<file path="config.mk">
export PLATFORM = sky130hd
export DESIGN_NAME = hilo_unit
export DESIGN_NICKNAME = d
export VERILOG_FILES = /design/src/rtl/hilo_pkg.sv /design/src/rtl/hilo_unit_regs.sv /design/src/rtl/hilo_unit.sv
export SDC_FILE = /design/constraint.sdc
export NUM_CORES = 1
export LEC_CHECK = 0
export ABC_AREA = 1
export CAP_MARGIN = 20
export CORE_MARGIN = 1
export CORE_UTILIZATION = 34
export DETAILED_ROUTE_END_ITERATION = 7
export DONT_BUFFER_PORTS = 1
export PLACE_DENSITY = 0.5
export SLEW_MARGIN = 20
export SYNTH_ARGS = -nofsm -noshare
export SYNTH_HDL_FRONTEND = slang
export SYNTH_SLANG_ARGS = --single-unit
export TNS_END_PERCENT = 100
</file>
<file path="constraint.sdc">
create_clock -name clk -period 2.8 [get_ports clk]
set_input_delay 0.7 -clock clk [delete_from_list [all_inputs] [get_ports clk]]
set_output_delay 0.7 -clock clk [all_outputs]
set_load 0.02 [all_outputs]
</file>
<file path="src/rtl/hilo_pkg.sv">
// hilo_pkg: shared types and helpers for the HI/LO register unit.
//   hilo_op_e : 4-bit operation code presented on op_i
//   state_e   : sequencing state of hilo_unit
//   is_mult_class / is_acc_class / is_signed : operation classification helpers
package hilo_pkg;

  typedef enum logic [3:0] {
    NOP   = 4'd0,
    MTHI  = 4'd1,
    MTLO  = 4'd2,
    MULT  = 4'd3,
    MULTU = 4'd4,
    MADD  = 4'd5,
    MADDU = 4'd6,
    MSUB  = 4'd7,
    MSUBU = 4'd8
  } hilo_op_e;

  typedef enum logic [1:0] {
    IDLE      = 2'd0,
    WAIT_PROD = 2'd1,
    ACC       = 2'd2
  } state_e;

  // Plain multiplies: the product itself becomes {HI,LO}.
  function automatic logic is_mult_class(input logic [3:0] op);
    return (op == MULT) || (op == MULTU);
  endfunction

  // Multiply-accumulate/subtract: the product is folded into {HI,LO}.
  function automatic logic is_acc_class(input logic [3:0] op);
    return (op == MADD) || (op == MADDU) || (op == MSUB) || (op == MSUBU);
  endfunction

  // Only the multiplier cares about signedness.
  function automatic logic is_signed(input logic [3:0] op);
    return (op == MULT) || (op == MADD) || (op == MSUB);
  endfunction

endpackage

</file>
<file path="src/rtl/hilo_unit_regs.sv">
// hilo_regs: architectural HI and LO flops with independent write enables.
//   clk, rst             : clock, synchronous active-high reset (clears HI/LO)
//   hi_we, hi_wdata      : HI write enable / data, applied at the rising edge
//   lo_we, lo_wdata      : LO write enable / data, applied at the rising edge
//   hi_reg, lo_reg       : raw register contents (used by the accumulator)
//   hi_o, lo_o           : visible HI/LO
// Build option HILO_FWD_EN: when defined, hi_o/lo_o bypass the value being
// written at the coming edge; otherwise they show the registers only.
module hilo_regs
  import hilo_pkg::*;
#(
  parameter int DATA_W = 32
) (
  input  logic              clk,
  input  logic              rst,
  input  logic              hi_we,
  input  logic              lo_we,
  input  logic [DATA_W-1:0] hi_wdata,
  input  logic [DATA_W-1:0] lo_wdata,
  output logic [DATA_W-1:0] hi_reg,
  output logic [DATA_W-1:0] lo_reg,
  output logic [DATA_W-1:0] hi_o,
  output logic [DATA_W-1:0] lo_o
);

  always_ff @(posedge clk) begin
    if (rst) begin
      hi_reg <= '0;
      lo_reg <= '0;
    end else begin
      if (hi_we) hi_reg <= hi_wdata;
      if (lo_we) lo_reg <= lo_wdata;
    end
  end

`ifdef HILO_FWD_EN
  // Back-to-back MFHI/MFLO sees the value retiring this cycle.
  assign hi_o = hi_we ? hi_wdata : hi_reg;
  assign lo_o = lo_we ? lo_wdata : lo_reg;
`else
  assign hi_o = hi_reg;
  assign lo_o = lo_reg;
`endif

endmodule

</file>
<file path="src/rtl/hilo_unit.sv">
// hilo_unit: HI/LO retire logic sitting behind the combinational multiplier.
//   clk, rst                  : clock, synchronous active-high reset
//   valid_i, op_i, wdata_i    : presented op (held stable while stall_o=1)
//   flush_i                   : drop any in-flight op, no HI/LO write
//   mult_start_o/mult_signed_o: multiplier request and signedness
//   prod_i, prod_ready_i      : multiplier product and its valid flag
//   hi_o, lo_o                : architectural HI/LO
//   stall_o                   : presented op does not retire this cycle
// Build option HILO_FWD_EN (see hilo_regs) forwards the retiring value.
module hilo_unit
  import hilo_pkg::*;
#(
  parameter int DATA_W = 32
) (
  input  logic                clk,
  input  logic                rst,
  input  logic                valid_i,
  input  logic [3:0]          op_i,
  input  logic [DATA_W-1:0]   wdata_i,
  input  logic                flush_i,
  output logic                mult_start_o,
  output logic                mult_signed_o,
  input  logic [2*DATA_W-1:0] prod_i,
  input  logic                prod_ready_i,
  output logic [DATA_W-1:0]   hi_o,
  output logic [DATA_W-1:0]   lo_o,
  output logic                stall_o
);

  state_e                state_reg, state_next;
  logic [3:0]            op_reg, op_next;
  logic [2*DATA_W-1:0]   prod_reg, prod_next;

  logic                  hi_we, lo_we;
  logic [DATA_W-1:0]     hi_wdata, lo_wdata;
  logic [DATA_W-1:0]     hi_reg, lo_reg;
  logic [2*DATA_W-1:0]   hilo_cur, acc_result;

  // Accumulation always works on the committed registers, never on the
  // forwarded outputs, so there is no combinational loop through hi_o/lo_o.
  assign hilo_cur   = {hi_reg, lo_reg};
  assign acc_result = ((op_reg == MSUB) || (op_reg == MSUBU)) ? (hilo_cur - prod_reg)
                                                              : (hilo_cur + prod_reg);

  always_comb begin
    state_next    = state_reg;
    op_next       = op_reg;
    prod_next     = prod_reg;
    stall_o       = 1'b0;
    mult_start_o  = 1'b0;
    mult_signed_o = 1'b0;
    hi_we         = 1'b0;
    lo_we         = 1'b0;
    hi_wdata      = '0;
    lo_wdata      = '0;

    if (rst || flush_i) begin
      // Everything quiet; the flops take care of returning to IDLE.
      state_next = IDLE;
    end else begin
      unique case (state_reg)
        IDLE: begin
          if (valid_i) begin
            if (op_i == MTHI) begin
              hi_we    = 1'b1;
              hi_wdata = wdata_i;
            end else if (op_i == MTLO) begin
              lo_we    = 1'b1;
              lo_wdata = wdata_i;
            end else if (is_mult_class(op_i) || is_acc_class(op_i)) begin
              mult_start_o  = 1'b1;
              mult_signed_o = is_signed(op_i);
              op_next       = op_i;
              if (!prod_ready_i) begin
                state_next = WAIT_PROD;
                stall_o    = 1'b1;
              end else if (is_acc_class(op_i)) begin
                prod_next  = prod_i;
                state_next = ACC;
                stall_o    = 1'b1;
              end else begin
                hi_we                = 1'b1;
                lo_we                = 1'b1;
                {hi_wdata, lo_wdata} = prod_i;
              end
            end
            // NOP and unknown codes fall through: nothing happens.
          end
        end

        WAIT_PROD: begin
          mult_start_o  = 1'b1;
          mult_signed_o = is_signed(op_reg);
          stall_o       = 1'b1;
          if (prod_ready_i) begin
            if (is_acc_class(op_reg)) begin
              prod_next  = prod_i;
              state_next = ACC;
            end else begin
              hi_we                = 1'b1;
              lo_we                = 1'b1;
              {hi_wdata, lo_wdata} = prod_i;
              stall_o              = 1'b0;
              state_next           = IDLE;
            end
          end
        end

        ACC: begin
          hi_we                = 1'b1;
          lo_we                = 1'b1;
          {hi_wdata, lo_wdata} = acc_result;
          state_next           = IDLE;
        end

        default: state_next = IDLE;
      endcase
    end
  end

  always_ff @(posedge clk) begin
    if (rst) begin
      state_reg <= IDLE;
      op_reg    <= NOP;
      prod_reg  <= '0;
    end else begin
      state_reg <= state_next;
      op_reg    <= op_next;
      prod_reg  <= prod_next;
    end
  end

  hilo_regs #(
    .DATA_W(DATA_W)
  ) u_regs (
    .clk      (clk),
    .rst      (rst),
    .hi_we    (hi_we),
    .lo_we    (lo_we),
    .hi_wdata (hi_wdata),
    .lo_wdata (lo_wdata),
    .hi_reg   (hi_reg),
    .lo_reg   (lo_reg),
    .hi_o     (hi_o),
    .lo_o     (lo_o)
  );

endmodule

</file>
# [After elaboration in Yosys (flattened, before gate mapping)]
# Index checks and enable logic that the tools add are counted.
[classes] n_eq_ne=24 n_bitwise=3 mux=76 reduce_logical=20 addsub=2
[op_table] operator="2-to-1 mux 32 bit" n=18
[op_table] operator="2-to-1 mux 64 bit" n=9
[op_table] operator="one-hot mux 32 bit (3 select lines)" n=2
[op_table] operator="one-hot mux 64 bit (2 select lines)" n=1
[op_table] operator="adder 64 bit" n=1
[op_table] operator="subtractor 64 bit" n=1
[op_table] operator="2-to-1 mux 1 bit" n=32
[op_table] operator="equality test 4 x 3 -> 1 bit, second input constant" n=7
[op_table] operator="2-to-1 mux 2 bit" n=8
[op_table] operator="inequality test 2 bit, second input constant" n=8
[op_table] operator="logical OR 1 bit" n=14
[op_table] operator="equality test 4 x 2 -> 1 bit, second input constant" n=3
[op_table] operator="AND reduction 6 bit" n=2
[op_table] operator="AND reduction 10 bit" n=1
[op_table] operator="equality test 4 bit, second input constant" n=2
[op_table] operator="one-hot mux 1 bit (2 select lines)" n=3
[op_table] operator="one-hot mux 1 bit (3 select lines)" n=2
[op_table] operator="equality test 4 x 1 -> 1 bit, second input constant" n=1
[op_table] operator="one-hot mux 2 bit (2 select lines)" n=1
[op_table] operator="inequality test 3 bit, second input constant" n=1
[op_table] operator="inverter 1 bit" n=3
[op_table] operator="equality test 2 x 1 -> 1 bit, second input constant" n=1
[op_table] operator="equality test 2 bit, second input constant" n=1
[op_table] operator="logical NOT 2 bit" n=1
[op_table] operator="other kinds (2)" n=2
[word_totals] input_bits=105 wordCells=130 ff_bits=134 out_inout_bits=67

# [Longest topological paths before layout]
[depth] word_depth=12 mapped_depth=28 depth_no_buf=28

# [Cells and area by module]
# Synthesis repeated with hierarchy kept, for this count alone.
[hier_totals] hier_cells=2613 area_unflattened_um2=15310.9
[by_module_without_submodules] mod="hilo_unit" cells_per_inst=2144 area_each_um2=12156.7 instances=1
[by_module_without_submodules] mod="hilo_regs" cells_per_inst=469 area_each_um2=3154.3 instances=1

# [Worst setup path before layout]
# No wires, ideal clock.
[synth_path] path_type="register to register" start="register prod_reg[0]" end="register u_regs.lo_reg[31] (netlist: u_regs.lo_o[31])" arrival_time_ns=2.939 stages_incl_launch_ff=25 t_required_ns=2.683 period_less_slack_ns=3.056 n_path_buf=0 slack_ns=-0.256 path_cell_list="dfxtp_1 -> inv_1 -> ha_1 -> nand3_1 -> nor2_1 -> inv_1 -> nor2_2 -> inv_1 -> nor2_1 -> nand3_1 -> nor2_1 -> a21oi_1 -> xor2_1 -> ha_1 -> nand2_1 -> inv_1 -> nand2_1 -> nand2_1 -> inv_1 -> nand2_1 -> a21oi_1 -> nand2_1 -> or2_2 -> nand3_1 -> a21oi_1"
[synth_between] elab_chain_len=4 word_cells_on_any_way=5 cone_classes="2 x add/sub; 3 x mux"
[synth_lines] item="start: declaration" line="hilo_unit.sv:32" text="logic [2*DATA_W-1:0] prod_reg, prod_next;"
[synth_lines] item="start signal: assignment" line="hilo_unit.sv:129" text="prod_reg <= prod_next;"
[synth_lines] item="adder 64 bit or subtractor 64 bit (tied branches)" line="hilo_unit.sv:43, hilo_unit.sv:42"
[synth_lines] item="2-to-1 mux 64 bit *" line="hilo_unit.sv:42" text="assign acc_result = ((op_reg == MSUB) || (op_reg == MSUBU)) ? (hilo_cur - prod_reg)"
[synth_lines] item="one-hot mux 32 bit (3 select lines) *" line="hilo_unit.sv:61" text="unique case (state_reg)"
[synth_lines] item="2-to-1 mux 32 bit *" line="hilo_unit.sv:57" text="if (rst || flush_i) begin"
[synth_lines] item="end signal: assignment" line="hilo_unit_regs.sv:32" text="if (lo_we) lo_reg <= lo_wdata;"
[synth_lines] item="end: declaration" line="hilo_unit_regs.sv:21" text="output logic [DATA_W-1:0] lo_reg,"
# Mark *: on every way between the ends. The rest lies on a longest branch, timed or not.
# A chain may end at the register's enable or synchronous reset.

# [Worst setup path in the final report]
[layout_path] start="register prod_reg[10]" end="register u_regs.hi_reg[22] (netlist: u_regs.hi_o[22])"
[layout_between] elab_chain_len=4 word_cells_on_any_way=5 cone_classes="2 x add/sub; 3 x mux"
[layout_lines] item="adder 64 bit or subtractor 64 bit (tied branches)" line="hilo_unit.sv:43, hilo_unit.sv:42"
[layout_lines] item="2-to-1 mux 64 bit *" line="hilo_unit.sv:42"
[layout_lines] item="one-hot mux 32 bit (3 select lines) *" line="hilo_unit.sv:61"
[layout_lines] item="2-to-1 mux 32 bit *" line="hilo_unit.sv:57"
[layout_lines] item="end signal: assignment" line="hilo_unit_regs.sv:31" text="if (hi_we) hi_reg <= hi_wdata;"
[layout_lines] item="end: declaration" line="hilo_unit_regs.sv:20" text="output logic [DATA_W-1:0] hi_reg,"
# Marked as above.

==> qor.txt <==
Status: finished with violations
Failing checks: setup timing
Synth Cell Area: 14,000 sq um
Post-Synthesis Cells: 2,592
Design Area, Final: 21,900 sq um
Critical path endpoint: u_regs.hi_o[22]$_SDFFE_PP0P_
CTS Buf Count: 17
Synthesis-to-finish area growth: 56.8%
Layout cells sized above 1: 37.5%
Yosys warns: 0
Hold Path Cell Cnt: 1
F_max: 0.282 GHz
Int Pwr: 6.36 mW
Worst VDD drop: 0.529 mV
Fin crit share: 127%
Worst setup EP type: flop
Initial Utilization: 34.9%
FF/Latch Area: 2700 sq um
Clk network pwr share: 20.3%
DRC viols: 0
Largest register FFs: 64
Remaining global-route overflow: 0
Avg Inst Size Synth: 5.39 sq um
First-pass GRT wire length: 110,000 microns
Nets@finish: 3,270
Die height: 205 microns
Worst-skew pair later-pin latency: 0.50 ns
CTS Sinks: 134
Clock skew: 0.0123 ns
Hold_sp: rst
R2r setup slk: -0.75 ns
CTS clock-pin slew for the worst setup and hold paths: 0.06 ns
Clk buf depth: 2
Final WL: 76,400 microns
Hold Slack: 0.263 ns
Setup_tns: -31.75 ns
Synthesized net count: 2,762
Gate power share: 62.4%
Worst slew pin tran: 0.781 ns
Peak fanout along the critical path: 4
Multi-input gate area: 12,100 sq um
Placed cell count: 3,564
1st-iter DRT viols: 1,760
R2R Path End: u_regs.hi_o[22]$_SDFFE_PP0P_
Final ANT Viol Nets: 0
Crit path DAT: 3.92 ns
Port bufs: 0
Gpl congestion: 1.03
Setup violators final: 58
GRT Util Overall: 36.3%
Slew headroom: 47.9%
Via count of the routed design: 18,947
NetSw: 5.26 mW
Final-report hold violation count: 0
FF-to-FF Start: prod_reg[10]$_SDFFE_PP0P_
HP Class: in -> reg
Switching part of the total: 45.3%
Clock Root Buffer: clkbuf_16
Worst Setup SP: prod_reg[10]$_SDFFE_PP0P_
Vias in the first global route: 18,159
Power Dens Cells: 530 nW/um^2
Seq/Total Area, Yosys: 19.2%
Largest net degree at the start of global routing: 84
Fill cells: 4,109
Fin crit period: 3.55 ns
# rows: 73
DRT Pass-1 Iters: 6
CTS tree: done
Distinct cell type count after synthesis: 43
P_leak: 11.3 nW
Die width: 205 microns
Count of pins over their slew limit: 0
Final HPWL DP: 62,400 microns
Worst setup SP type: flop
Final Non-Filler Cells: 3,639
Setup WS post-layout: -0.746 ns
Core Area: 40,100 sq um
CTS H-Tree Depth: 4
I/O pins: 172
Wire length per cell: 21.0 microns
RSZ-0062 raised after global routing: true
Drt via density: 5.21
Sequential power share: 17.3%
CP Class: reg -> reg
Antenna violations before repair: 2
Max Cap Violations: 0
Die footprint: 41,900 sq um
Synthesized flop and latch total: 134
Dpl cell area: 18,500 sq um
Worst r2r path cells: 26
WP data required: 3.18 ns
==> per-layer routing <==
| layer | routed length [microns] | part of all wire, % | vias to the layer above | global-route usage, % |
|---|---|---|---|---|
| met1 | 33600 | 44 | 8799 | 48.9 |
| met4 | 3250 | 4.2 | 2 | 14.9 |
| met2 | 32800 | 43 | 767 | 55.0 |
| li1 | - | - | 9238 | - |
| met3 | 6780 | 8.9 | 141 | 8.51 |
| met5 | 11 | 0.014 | - | 0 |
==> cells in the mapped netlist, drive strengths merged <==
cell	n	area share, %
a211oi	1	0.054
a21oi	197	7.1
a22oi	5	0.27
a31oi	4	0.18
a32oi	17	1.1
and2	1	0.045
and3	5	0.22
buf	26	0.99
clkbuf	43	1.2
clkinv	2	0.063
dfxtp	134	19
fa	1	0.14
ha	64	5.7
inv	411	11
nand2	863	23
nand3	149	5.4
nand3b	14	0.75
nand4	27	1.3
nor2	307	8.4
nor3	33	1.2
nor4	17	0.76
o21ai	191	7.0
o21bai	4	0.21
o22a	1	0.063
o22ai	3	0.13
o31ai	4	0.21
o41ai	2	0.13
or2	6	0.27
xnor2	8	0.50
xor2	52	3.3
==> worst max-delay path, cell delays in order, from the launching register on <==
cell      delay (ns)
dfxtp_2         0.32
buf_6           0.12
nor2_4          0.09
nand2_2         0.08
nor2_4          0.10
nand3b_1        0.14
inv_1           0.09
nand4_1         0.17
inv_2           0.14
nand2_4         0.07
o21ai_4         0.20
buf_6           0.13
xor2_2          0.14
inv_2           0.10
ha_4            0.29
buf_6           0.12
nand2_8         0.06
nor2_4          0.13
inv_2           0.05
nor3_4          0.28
nand2_2         0.12
nor2_4          0.14
nand2_2         0.08
nand2_1         0.06
nand2_1         0.06
nand3_2         0.09
a21oi_2         0.05
==> through the flow <==
stage,power [mW],setup WS (ns),util [%]
2_1_floorplan,4.87,-0.0718,-
3_3_place_gp,7.58,-1.12,46.2
3_5_place_dp,7.61,-1.08,46.2
4_1_cts,11.0,-0.754,51.9
5_1_grt,12.2,-0.899,54.7
6_report,11.6,-0.746,54.7
==> worst min path at each step <==
stage                                         to  slack [ns]
finish              u_regs.lo_o[19]$_SDFFE_PP0P_        0.26
global route        u_regs.lo_o[19]$_SDFFE_PP0P_        0.25
CTS                 u_regs.lo_o[19]$_SDFFE_PP0P_        0.25
detailed placement        op_reg[3]$_SDFFE_PP0P_        0.50
global placement       prod_reg[62]$_SDFFE_PP0P_        0.49
floorplan              prod_reg[55]$_SDFFE_PP0P_        0.47
==> layout make-up <==
type,instances,share of cell area (%)
multi-input combinational,1976,55.1
antenna,2,0.0228
tap,525,3.00
timing repair buffer,558,19.9
clock buffer,22,2.12
clock inverter,9,0.468
inverter,413,7.13
sequential,134,12.3
==> logic make-up after synthesis <==
kind of cell	synth area share [%]
buffers and inverters	13.2
and+or+nand+nor	41.5
adders and majority gates	5.87
AOI/OAI and AO/OA	16.5
xor gates and xnor gates	3.76
DFF	19.2
==> power by group through the flow <==
stage	Combinational [mW]	Clock, mW	Sequential, mW
after floorplan	2.82	0	2.05
after global placement	5.53	0	2.05
after detailed placement	5.56	0	2.05
after CTS	6.55	2.39	2.01
after global routing	7.73	2.46	2.02
final	7.25	2.36	2.01
==> cells in the final DEF, fill, tap and decap left out, drive strengths merged, types with 17 or more instances in the layout <==
master,n
dfxtp,134
buf,558
nor2,307
nor3,33
nand2,863
clkbuf,22
nor4,17
o21ai,191
nand4,27
a21oi,197
a32oi,17
nand3,149
ha,64
inv,410
xor2,52
==> repair_timing <==
item,CTS,global route
setup buffers,22,20
endpoints found under the setup margin,63,63
resized for setup,427,261
gates cloned,0,0
pin swaps,142,119
hold buffers,0,0
No activity file was read; power rests on OpenSTA's default activity.
